<file path="src/rtl/mem_port_arbiter.sv">
// Shares the single data-RAM port between the pipeline MEM stage and a debug dump engine.
// The dump engine streams every RAM word, in address order, over a valid/ready channel.
//
// state | meaning
// IDLE  | pipeline owns the RAM port
// READ  | RAM word at counter is captured into the dump registers
// SEND  | captured word is offered to the debug unit until it is accepted
// DONE  | one-cycle completion pulse, then the port returns to the pipeline
module mem_port_arbiter #(
  parameter int NB_WIDTH = 32,
  parameter int NB_ADDR  = 9
) (
  input  logic                i_clk,
  input  logic                i_reset,
  input  logic                i_pipe_read,
  input  logic                i_pipe_write,
  input  logic [NB_WIDTH-1:0] i_pipe_addr,
  input  logic [NB_WIDTH-1:0] i_pipe_wdata,
  input  logic [2:0]          i_pipe_bhw,
  output logic                o_mem_we,
  output logic [NB_WIDTH-1:0] o_mem_addr,
  output logic [NB_WIDTH-1:0] o_mem_wdata,
  output logic [2:0]          o_mem_bhw,
  input  logic [NB_WIDTH-1:0] i_mem_rdata,
  output logic [NB_WIDTH-1:0] o_pipe_rdata,
  output logic                o_pipe_stall,
  input  logic                i_dump_start,
  input  logic                i_dump_abort,
  output logic                o_dump_valid,
  output logic [NB_WIDTH-1:0] o_dump_data,
  output logic [NB_ADDR-1:0]  o_dump_addr,
  input  logic                i_dump_ready,
  output logic                o_dump_busy,
  output logic                o_dump_done
);

  typedef enum logic [1:0] {IDLE, READ, SEND, DONE} state_t;

  localparam logic [NB_ADDR-1:0] LAST_ADDR = {{(NB_ADDR-2){1'b1}}, 2'b00};
  localparam logic [NB_ADDR-1:0] WORD_STEP = NB_ADDR'(4);

  state_t              state, state_next;
  logic [NB_ADDR-1:0]  counter, counter_next;
  logic [NB_WIDTH-1:0] dump_data;
  logic [NB_ADDR-1:0]  dump_addr;
  logic                dump_valid;
  logic                transfer;

  assign transfer = (state == SEND) && i_dump_ready;

  always_comb begin
    state_next   = state;
    counter_next = counter;
    case (state)
      IDLE: if (i_dump_start) state_next = READ;
      READ: state_next = SEND;
      SEND: begin
        if (transfer) begin
          if (counter == LAST_ADDR) begin
            counter_next = '0;
            state_next   = DONE;
          end else begin
            counter_next = counter + WORD_STEP;
            state_next   = READ;
          end
        end
      end
      DONE:    state_next = IDLE;
      default: state_next = IDLE;
    endcase
    // Abort overrides everything, including a transfer in the same cycle.
    if ((state != IDLE) && i_dump_abort) begin
      state_next   = IDLE;
      counter_next = '0;
    end
  end

  always_ff @(posedge i_clk) begin
    if (i_reset) begin
      state      <= IDLE;
      counter    <= '0;
      dump_valid <= 1'b0;
      dump_data  <= '0;
      dump_addr  <= '0;
    end else begin
      state      <= state_next;
      counter    <= counter_next;
      dump_valid <= (state_next == SEND);
      if (state == READ) begin
        dump_data <= i_mem_rdata;
        dump_addr <= counter;
      end
    end
  end

  always_comb begin
    o_mem_we     = 1'b0;
    o_mem_addr   = NB_WIDTH'(counter);
    o_mem_wdata  = '0;
    o_mem_bhw    = 3'b011;
    o_pipe_rdata = '0;
    o_pipe_stall = i_pipe_read | i_pipe_write;
    if (state == IDLE) begin
      o_mem_we     = i_pipe_write;
      o_mem_addr   = i_pipe_addr;
      o_mem_wdata  = i_pipe_wdata;
      o_mem_bhw    = i_pipe_bhw;
      o_pipe_rdata = i_mem_rdata;
      o_pipe_stall = 1'b0;
    end
  end

  assign o_dump_valid = dump_valid;
  assign o_dump_data  = dump_data;
  assign o_dump_addr  = dump_addr;
  assign o_dump_busy  = (state != IDLE);
  assign o_dump_done  = (state == DONE) && !i_dump_abort;

endmodule

</file>
<file path="config.mk">
export PLATFORM = sky130hd
export DESIGN_NAME = mem_port_arbiter
export DESIGN_NICKNAME = d
export VERILOG_FILES = /design/src/rtl/mem_port_arbiter.sv
export SDC_FILE = /design/constraint.sdc
export NUM_CORES = 1
export LEC_CHECK = 0
export ABC_AREA = 1
export ABC_CLOCK_PERIOD_IN_PS = 1320
export BUFFER_PORTS_ARGS = -buffer_cell sky130_fd_sc_hd__buf_4
export CAP_MARGIN = 30
export CORE_AREA = 2 2 98 100
export DETAILED_ROUTE_END_ITERATION = 8
export DIE_AREA = 0 0 100 102
export PLACE_DENSITY = 0.72
export SYNTH_ARGS = -nofsm -noshare
export SYNTH_HDL_FRONTEND = slang
export SYNTH_SLANG_ARGS = --single-unit
</file>
<file path="constraint.sdc">
create_clock -name i_clk -period 1.32 [get_ports i_clk]
set_input_delay 0.066 -clock i_clk [delete_from_list [all_inputs] [get_ports i_clk]]
set_output_delay 0.066 -clock i_clk [all_outputs]
set_load 0.01 [all_outputs]
</file>
==> flow_metrics.py, run 1 <==
metrics = {
    "clocking": {
        "cts_num_sinks": 49,
        "htreeDepth": 2,
        "cts_buffers": 5,
        "root_buffer": "clkbuf_8",
        "cts_tree": "done",
        "clkTransAtPathRegs_ns": 0.09,
        "clock_path_buffers": 2,
        "clkLatencyLatePin_ns": 0.29,
    },
    "setup_path": {
        "crit_arrival_ns": 1.35,
        "critPathMostFrequentCell": "buf_6",
        "cpMaxStageDelayCell": "dfxtp_2",
        "cp_max_fo": 8,
        "critPathKind": "register to output pin",
        "path_cells": "nor2_4 > inv_6 > buf_6 > or2_1 > buf_6",
        "cp-start-kind": "register",
        "required_ns": 1.25,
        "slowest_delay_ns": 0.35,
        "end_kind": "output pin",
    },
    "place": {
        "finalWeightedCongestion": 0.896,
        "port_buffers": 248,
        "hpwl_mm": 7.99,
    },
    "sta": {
        "fin_crit_ns": 1.42,
        "finalHoldViolCount": 0,
        "whs_ns": 0.0224,
        "setup_viol": 92,
        "slew_viol_final": 0,
        "max_freq_ghz": 0.705,
        "rsz0062_at_grt": "yes",
        "worst_slack_ns": -0.0988,
        "clock_skew_ns": 0.0143,
        "period_share_pct": 107,
    },
    "detailed_routing": {
        "viasPerCell": 4.41,
        "dr.pass1.iters": 4,
        "routed_wl_mm": 10.2,
        "dr_total_vias": 3426,
        "drc": 0,
        "avgRoutedWirePerCell_microns": 13.2,
        "drtIter0Drc": 93,
        "detail-route-antenna-nets": 0,
    },
    "synthesis": {
        "ys_seq_area_share_pct": 37.3,
        "synthFlopType": "dfxtp_1",
        "syn_area_sq_um": 2630,
        "yosysMostFrequentCell": "inv_1",
        "async_flop_share_pct": 0,
        "ys_ff_latch": 49,
        "synth_top_cell_by_area": "dfxtp_1",
        "synth-edff-count": 0,
        "synth_top_area_share_pct": 37.3,
        "syn_avg_cell_area_sq_um": 6.24,
        "synthTopCellsByCount": "inv_1, nor2_1, dfxtp_1, o21ai_0, a21oi_1",
        "syn-instance-count": 421,
        "yosysUniqueCellTypes": 23,
        "ys.warnings.count": 0,
        "synth.area.top_cells": "dfxtp_1, inv_1, nor2_1, o21ai_0, a21oi_1",
    },
    "power_and_ir_drop": {
        "leakage_nw": 2.74,
        "ir_worst_vdd_mv": 0.530,
        "power.density_nw_per_um2": 943,
        "finalPower_mw": 4.61,
    },
    "run_status": {
        "violations": "setup timing",
        "status": "complete, but fails checks",
    },
    "floorplanning": {
        "fp-row-count": 35,
        "die_w_microns": 100,
        "fp.dieH_microns": 102,
        "ios": 251,
        "core-area_sq_um": 9110,
        "start_util_pct": 28.9,
        "dieArea_sq_um": 10200,
    },
    "global_route": {
        "grt_first_pass_wirelength_mm": 14.9,
        "grt_usage_pct": 18.1,
        "antenna_found_initial": 0,
        "overflow": 0,
        "grt_pass1_vias": 3140,
        "grt_max_degree": 54,
    },
    "finish": {
        "diodes": 0,
        "area_growth_pct": 85.8,
        "fill_cells": 852,
        "fin_nets": 772,
        "final_util_pct": 53.6,
        "drive_above_1_share_pct": 49.4,
    },
    "hold_path": {
        "hold_path_class": "primary input to register",
    },
    "job": {
        "maxCapViolations": 0,
    },
}
-- routing by layer --
layer  GRT usage, %  share of wire (%)  vias up
met2           34.5                 52      155
met5              0                  0        -
met4           4.85                1.4        0
met1           19.8                 38     1540
met3           5.13                8.6       10
li1               -                  -     1721
-- flip-flops by register name, summed over array words and instances, names as in the netlist --
| register | cells |
|---|---|
| o_dump_valid | 1 |
| counter | 7 |
| o_dump_data | 32 |
| o_dump_addr | 7 |
| state | 2 |
-- layout by cell type, fill, tap and decap left out, types with 5 or more instances in the layout --
master and instances:
a21oi_1 44, buf_4 252, buf_6 5, clkbuf_8 6
dfxtp_1 45, inv_1 102, nand2_1 21, nand2_2 5
nor2_1 64, nor2_2 35, nor2_4 8, o21ai_0 46
-- power by group --
part | switching [mW] | leakage, nW | internal (mW)
combinational | 1.00 | 2.29 | 1.03
sequential | 0.0648 | 0.403 | 1.60
clock | 0.481 | 0.0512 | 0.425
total | 1.55 | 2.74 | 3.06
-- metrics by stage --
stage          TNS, ns  instance area [sq um]  worst slack [ns]  cells
2_1_floorplan        0                   2630             0.200    422
3_3_place_gp         0                   4600             0.126    766
3_5_place_dp         0                   4600            0.0779    766
4_1_cts          -4.06                   4780            -0.122    776
5_1_grt          -9.44                   4880            -0.170    777
6_report         -2.48                   4880           -0.0988    777
-- timing repair --
| item | 4_1_cts | 5_1_grt |
|---|---|---|
| hold buffers | 0 | 0 |
| endpoints found under the setup margin | 97 | 108 |
| pin swaps | 1 | 4 |
| gates cloned | 1 | 0 |
| gates resized for setup | 21 | 38 |
| setup buffers | 1 | 1 |
-- path summary, 6_finish.rpt --
path                   from        endpoint  slack, ns  depth (start not counted)
min reg2reg      counter[7]      counter[8]       0.53                          2
min          i_mem_rdata[4]  o_dump_data[4]       0.02                          3
max reg2reg      counter[3]    o_dump_valid       0.05                          9
max                state[0]    o_mem_bhw[1]       -0.1                          5
-- cell families after synthesis --
family                   share of synthesized area (%)
AO/OA/AOI/OAI                                     17.9
buffers and inverters                             20.9
flip-flops                                        37.3
other                                            0.143
AND/OR/NAND/NOR                                   23.2
adder cells (fa/ha/maj)                          0.476
-- final cells by class --
cell class	count	area, sq um	share of cell area (%)
clock buffers	6	82.6	1.69
repair buffers	261	2040	41.7
multi-input cells	241	1220	25.0
inverters	107	407	8.32
flip-flops and latches	49	986	20.2
well taps	111	139	2.84
clock inverters	2	13.8	0.282
-- critical path, delay by kind of cell, from the launching register on --
family	cells	cell delay [ns]
and+or+nand+nor	2	0.37
buffers and inverters	3	0.34
DFF	1	0.35
Power figures use the tool's default switching activity.
==> run 2, diff against run 1 <==
==> constraint.sdc (replaced) <==
create_clock -name i_clk -period 1.32 [get_ports i_clk]
set_input_delay 0.198 -clock i_clk [delete_from_list [all_inputs] [get_ports i_clk]]
set_output_delay 0.198 -clock i_clk [all_outputs]
set_load 0.01 [all_outputs]
==> flow_metrics.py, run 2 (same netlist as run 1, synthesis figures left out) <==
metrics = {
    "run_status": {
        "status": "complete, but fails checks",
        "violations": "setup timing",
    },
    "setup_path": {
        "cp-start-kind": "register",
        "end_kind": "output pin",
        "rrSetupSlack_ns": -0.09,
        "r2r_cells": 9,
        "crit_arrival_ns": 1.32,
        "cp_max_fo": 28,
        "critPathKind": "register to output pin",
        "required_ns": 1.12,
        "r2r_end": "counter[5]",
        "timing.rr.start": "state[0]",
    },
    "sta": {
        "setup_viol": 106,
        "fin_crit_ns": 1.51,
        "worst_slack_ns": -0.194,
        "finalHoldViolCount": 0,
        "whs_ns": 0.146,
        "rsz0062_at_grt": "yes",
        "setup-tns-final_ns": -16.13,
        "period_share_pct": 115,
        "max_freq_ghz": 0.661,
        "slew_viol_final": 0,
        "clock_skew_ns": 0.00777,
    },
    "finish": {
        "final_cell_mix": "buf_4, inv_1, nor2_1, dfxtp_1, o21ai_0",
        "final_util_pct": 55.1,
        "largest_reg_flops": 32,
        "drive_above_1_share_pct": 50.1,
        "fin_nets": 781,
        "final_cells": 786,
        "diodes": 0,
        "final_common_cell": "buf_4",
        "area_growth_pct": 90.9,
    },
    "detailed_routing": {
        "drc": 0,
        "viasPerCell": 4.41,
        "detail-route-antenna-nets": 0,
        "dr_total_vias": 3467,
        "drtIter0Drc": 93,
        "routed_wl_mm": 10.5,
        "avgRoutedWirePerCell_microns": 13.3,
        "dr.pass1.iters": 4,
    },
    "floorplanning": {
        "die_w_microns": 100,
        "dieArea_sq_um": 10200,
        "start_util_pct": 28.9,
        "fp.dieH_microns": 102,
        "core-area_sq_um": 9110,
        "ios": 251,
        "fp-row-count": 35,
    },
    "clocking": {
        "root_buffer": "clkbuf_8",
        "cts_hold_buf": 0,
        "htreeDepth": 2,
        "clkTransAtPathRegs_ns": 0.09,
        "cts_num_sinks": 49,
        "cts_buffers": 5,
        "cts_tree": "done",
        "clkLatencyLatePin_ns": 0.30,
        "clock_path_buffers": 2,
    },
    "power_and_ir_drop": {
        "leakage_nw": 2.81,
        "ir_worst_vdd_mv": 0.568,
        "power.density_nw_per_um2": 944,
    },
    "global_route": {
        "grt_pass1_vias": 3208,
        "antenna_found_initial": 0,
        "grt_first_pass_wirelength_mm": 15.1,
        "grt_usage_pct": 18.3,
        "overflow": 0,
        "grt_max_degree": 42,
    },
    "place": {
        "hpwl_mm": 7.94,
        "place_ws_ns": 0.0751,
        "finalWeightedCongestion": 0.865,
        "dp.cells": 768,
        "port_buffers": 248,
    },
    "hold_path": {
        "holdPathEnd": "o_dump_data[9]",
        "hold_path_class": "primary input to register",
        "hold_depth": 3,
        "worstHoldStart": "i_mem_rdata[9]",
    },
    "job": {
        "maxCapViolations": 0,
    },
}
==> run 2: cell types whose count changed in the layout (fill, tap and decap cells not counted), sizes merged <==
cell | before | now
clkbuf | 6 | 8
buf | 261 | 268
==> run 2: power breakdown <==
| group | internal, mW | switching, mW |
|---|---|---|
| Sequential | 1.60 | 0.0641 |
| Combinational | 1.10 | 1.03 |
| Clock | 0.426 | 0.511 |
==> run 2: worst max-delay path by stage <==
stage / startpoint / endpoint / slack (ns)
floorplan: state[1] / o_mem_wdata[0] / 0.07
global placement: counter[2] / counter[8] / 0.13
detailed placement: counter[3] / counter[8] / 0.08
CTS: state[1] / o_mem_addr[25] / -0.21
global route: state[0] / o_mem_addr[22] / -0.26
finish: state[0] / o_mem_addr[25] / -0.19
==> run 2: stage by stage <==
| step | area [sq um] | power, mW |
|---|---|---|
| final | 5020 | 4.74 |
| after detailed placement | 4610 | 3.61 |
| after global placement | 4610 | 3.58 |
| after floorplan | 2630 | 2.53 |
| after global routing | 5020 | 5.02 |
| after CTS | 4830 | 4.67 |
==> run 2: repair_timing <==
action	CTS	global route
resized for setup	26	42
pin swaps	1	2
setup endpoints to repair	103	115
cloned	1	2
setup buffers	3	4
==> run 2: worst max-delay path: stages (launching register included) <==
cell and delay, ns:
dfxtp_2 0.34, nor2_4 0.16, inv_6 0.08, buf_12 0.17, nor2_1 0.11, buf_4 0.13
==> run 2: layout make-up <==
type | count | area [sq um]
Inverter | 107 | 407
Fill cell | 850 | 4090
Clock buffer | 6 | 82.6
Multi-Input combinational cell | 241 | 1220
Tap cell | 111 | 139
Timing Repair Buffer | 270 | 2170
Sequential cell | 49 | 986
Clock inverter | 2 | 13.8
==> run 2: routing by layer <==
| layer | vias up | share of wire (%) | global-route usage, % |
|---|---|---|---|
| li1 | 1741 | - | - |
| met1 | 1552 | 40 | 21.1 |
| met2 | 154 | 50 | 33.7 |
| met3 | 20 | 7.3 | 3.49 |
| met4 | 0 | 2.7 | 6.95 |
| met5 | - | 0 | 0 |
==> run 3, diff against run 2 <==
==> config.mk (replaced) <==
export PLATFORM = sky130hd
export DESIGN_NAME = mem_port_arbiter
export DESIGN_NICKNAME = d
export VERILOG_FILES = /design/src/rtl/mem_port_arbiter.sv
export SDC_FILE = /design/constraint.sdc
export NUM_CORES = 1
export LEC_CHECK = 0
export ABC_CLOCK_PERIOD_IN_PS = 1320
export BUFFER_PORTS_ARGS = -buffer_cell sky130_fd_sc_hd__buf_4
export CAP_MARGIN = 30
export CORE_AREA = 2 2 99 101
export DETAILED_ROUTE_END_ITERATION = 8
export DIE_AREA = 0 0 101 103
export PLACE_DENSITY = 0.7
export SYNTH_ARGS = -nofsm -noshare
export SYNTH_HDL_FRONTEND = slang
export SYNTH_SLANG_ARGS = --single-unit
==> flow_metrics.py, run 3 <==
metrics = {
    "sta": {
        "period_share_pct": 126,
        "setup-tns-final_ns": -32.69,
        "finalHoldViolCount": 0,
        "whs_ns": 0.101,
        "worst_slack_ns": -0.348,
        "rsz0062_at_grt": "yes",
        "max_freq_ghz": 0.600,
        "fin_crit_ns": 1.67,
        "slew_viol_final": 0,
        "setup_viol": 141,
        "clock_skew_ns": 0.0121,
    },
    "setup_path": {
        "crit_arrival_ns": 1.47,
        "critPathKind": "register to output pin",
        "cp_max_fo": 13,
        "slowest_delay_ns": 0.35,
        "end_kind": "output pin",
        "cp-start-kind": "register",
        "rrSetupSlack_ns": -0.22,
        "path_cells": "nor2_4 > buf_12 > mux2_2 > buf_4",
        "cpMaxStageDelayCell": "dfxtp_2",
        "required_ns": 1.12,
    },
    "detailed_routing": {
        "drc": 0,
        "dr.pass1.iters": 4,
        "dr_total_vias": 3310,
        "avgRoutedWirePerCell_microns": 15.5,
        "routed_wl_mm": 11.3,
        "detail-route-antenna-nets": 0,
        "drtIter0Drc": 64,
        "viasPerCell": 4.53,
    },
    "finish": {
        "fill_cells": 875,
        "final_common_cell": "buf_4",
        "final_cell_mix": "buf_4, and2_1, nand2_1, dfxtp_1, a21oi_2",
        "diodes": 0,
        "final_util_pct": 55.6,
        "drive_above_1_share_pct": 55.4,
        "fin_nets": 724,
        "area_growth_pct": 105,
        "largest_reg_flops": 32,
    },
    "clocking": {
        "cts_hold_buf": 0,
        "cts_tree": "done",
        "htreeDepth": 2,
        "root_buffer": "clkbuf_8",
        "cts_buffers": 5,
        "cts_num_sinks": 49,
        "clkLatencyLatePin_ns": 0.30,
        "clock_path_buffers": 2,
        "clkTransAtPathRegs_ns": 0.09,
    },
    "synthesis": {
        "syn_area_sq_um": 2570,
        "syn-instance-count": 350,
        "yosys.area_share.xor_xnor_pct": 0.682,
        "yosys.area_share.simple_pct": 40.8,
        "syn_avg_cell_area_sq_um": 7.34,
        "ys_seq_area_share_pct": 38.2,
        "synthTopCellsByCount": "and2_1, nand2_1, dfxtp_1, a21oi_1, clkbuf_1",
        "yosysMostFrequentCell": "and2_1",
        "synth_top_area_share_pct": 38.2,
        "yosysUniqueCellTypes": 32,
        "ys_ff_latch": 49,
        "synth_fa_ha_area_share_pct": 0.487,
        "synthFlopType": "dfxtp_1",
        "synth_top_cell_by_area": "dfxtp_1",
        "synth_mux_area_share_pct": 2.63,
        "synth_top_family_by_area": "simple AND/OR/NAND/NOR gates",
        "async_flop_share_pct": 0,
        "synth.area.top_cells": "dfxtp_1, and2_1, nand2_1, a21oi_1, clkbuf_1",
        "ys.warnings.count": 0,
        "synth_compound_area_share_pct": 11.4,
        "synth-edff-count": 0,
    },
    "hold_path": {
        "hold_path_class": "primary input to register",
    },
    "floorplanning": {
        "die_w_microns": 101,
        "fp.dieH_microns": 103,
        "fp-row-count": 36,
        "dieArea_sq_um": 10400,
        "core-area_sq_um": 9460,
        "ios": 251,
        "start_util_pct": 27.2,
    },
    "power_and_ir_drop": {
        "leakage_nw": 2.49,
        "ir_worst_vdd_mv": 0.505,
        "finalPower_mw": 4.25,
        "power.density_nw_per_um2": 807,
    },
    "global_route": {
        "grt_first_pass_wirelength_mm": 15.7,
        "grt_pass1_vias": 3058,
        "antenna_found_initial": 0,
        "grt_usage_pct": 19.1,
        "grt_max_degree": 38,
        "overflow": 0,
    },
    "place": {
        "hpwl_mm": 8.24,
        "finalWeightedCongestion": 0.948,
        "place_ws_ns": -0.0380,
        "port_buffers": 248,
    },
    "run_status": {
        "violations": "setup timing",
        "status": "complete, but fails checks",
    },
    "job": {
        "maxCapViolations": 0,
    },
}
[run 3: changes by cell type in the layout (fill, tap and decap cells not counted), sizes merged, moves of 3 or more]
cell	delta
or2	-3
nor2	-101
o21ai	-47
mux2	+6
inv	-104
nand2	+62
buf	+17
or3	+5
nor3	+3
and2	+89
[run 3: final timing paths]
kind                            cells after the start            from               to
worst max-delay path                                4        state[0]    o_mem_addr[5]
worst min-delay path                                2    i_dump_abort     o_dump_valid
worst max register to register                      8        state[0]  o_dump_data[22]
worst min register to register                      2  o_dump_data[1]   o_dump_data[1]
[run 3: cells by family (layout without fill, tap and decap cells)]
logic type               after synthesis  after routing
buffers and inverters                 33            299
XOR/XNOR                               2              2
other                                  1              2
AO/OA/AOI/OAI                         54             54
multiplexers                           6              6
flip-flops                            49             49
AND/OR/NAND/NOR                      204            204
adder cells (fa/ha/maj)                1              1
[run 3: critical path: cells and delay by family, from the launching register on]
family,cells,cell delay [ns]
buf+inv,2,0.32
flops,1,0.35
simple gates,1,0.16
mux,1,0.34
[run 3: per-layer routing]
layer / routed length (microns) / part of all wire (%) / track usage, % / vias to the layer above
met5: 0 / 0 / 0 / -
met4: 132 / 1.2 / 3.85 / 0
met3: 600 / 5.3 / 3.46 / 10
met2: 5760 / 51 / 33.7 / 111
met1: 4840 / 43 / 24.7 / 1544
li1: - / - / - / 1645
[run 3: power breakdown]
group | internal (mW) | switching (mW) | total (mW)
combinational | 1.03 | 0.752 | 1.78
clock | 0.415 | 0.487 | 0.902
sequential | 1.53 | 0.0313 | 1.57
total | 2.98 | 1.27 | 4.25
[run 3: timing repair]
item | in CTS | in global routing
pin swaps | 5 | 4
cloned | 4 | 3
resized for setup | 23 | 38
buffers inserted | 10 | 2
endpoints found under the setup margin | 126 | 149
[run 3: layout make-up]
type	instances	area [sq um]	share of cell area, %
inverters	3	11.3	0.214
flip-flops and latches	49	986	18.7
repair buffers	289	2430	46.1
multi-input cells	269	1610	30.5
clock inverters	1	7.51	0.143
well taps	114	143	2.71
clock buffers	6	82.6	1.57
[run 3: per-stage QoR]
step                      area [sq um]  instances
after global placement            4680        706
after floorplan                   2570        351
after CTS                         5040        726
after detailed placement          4680        706
after global routing              5260        731
final                             5260        731
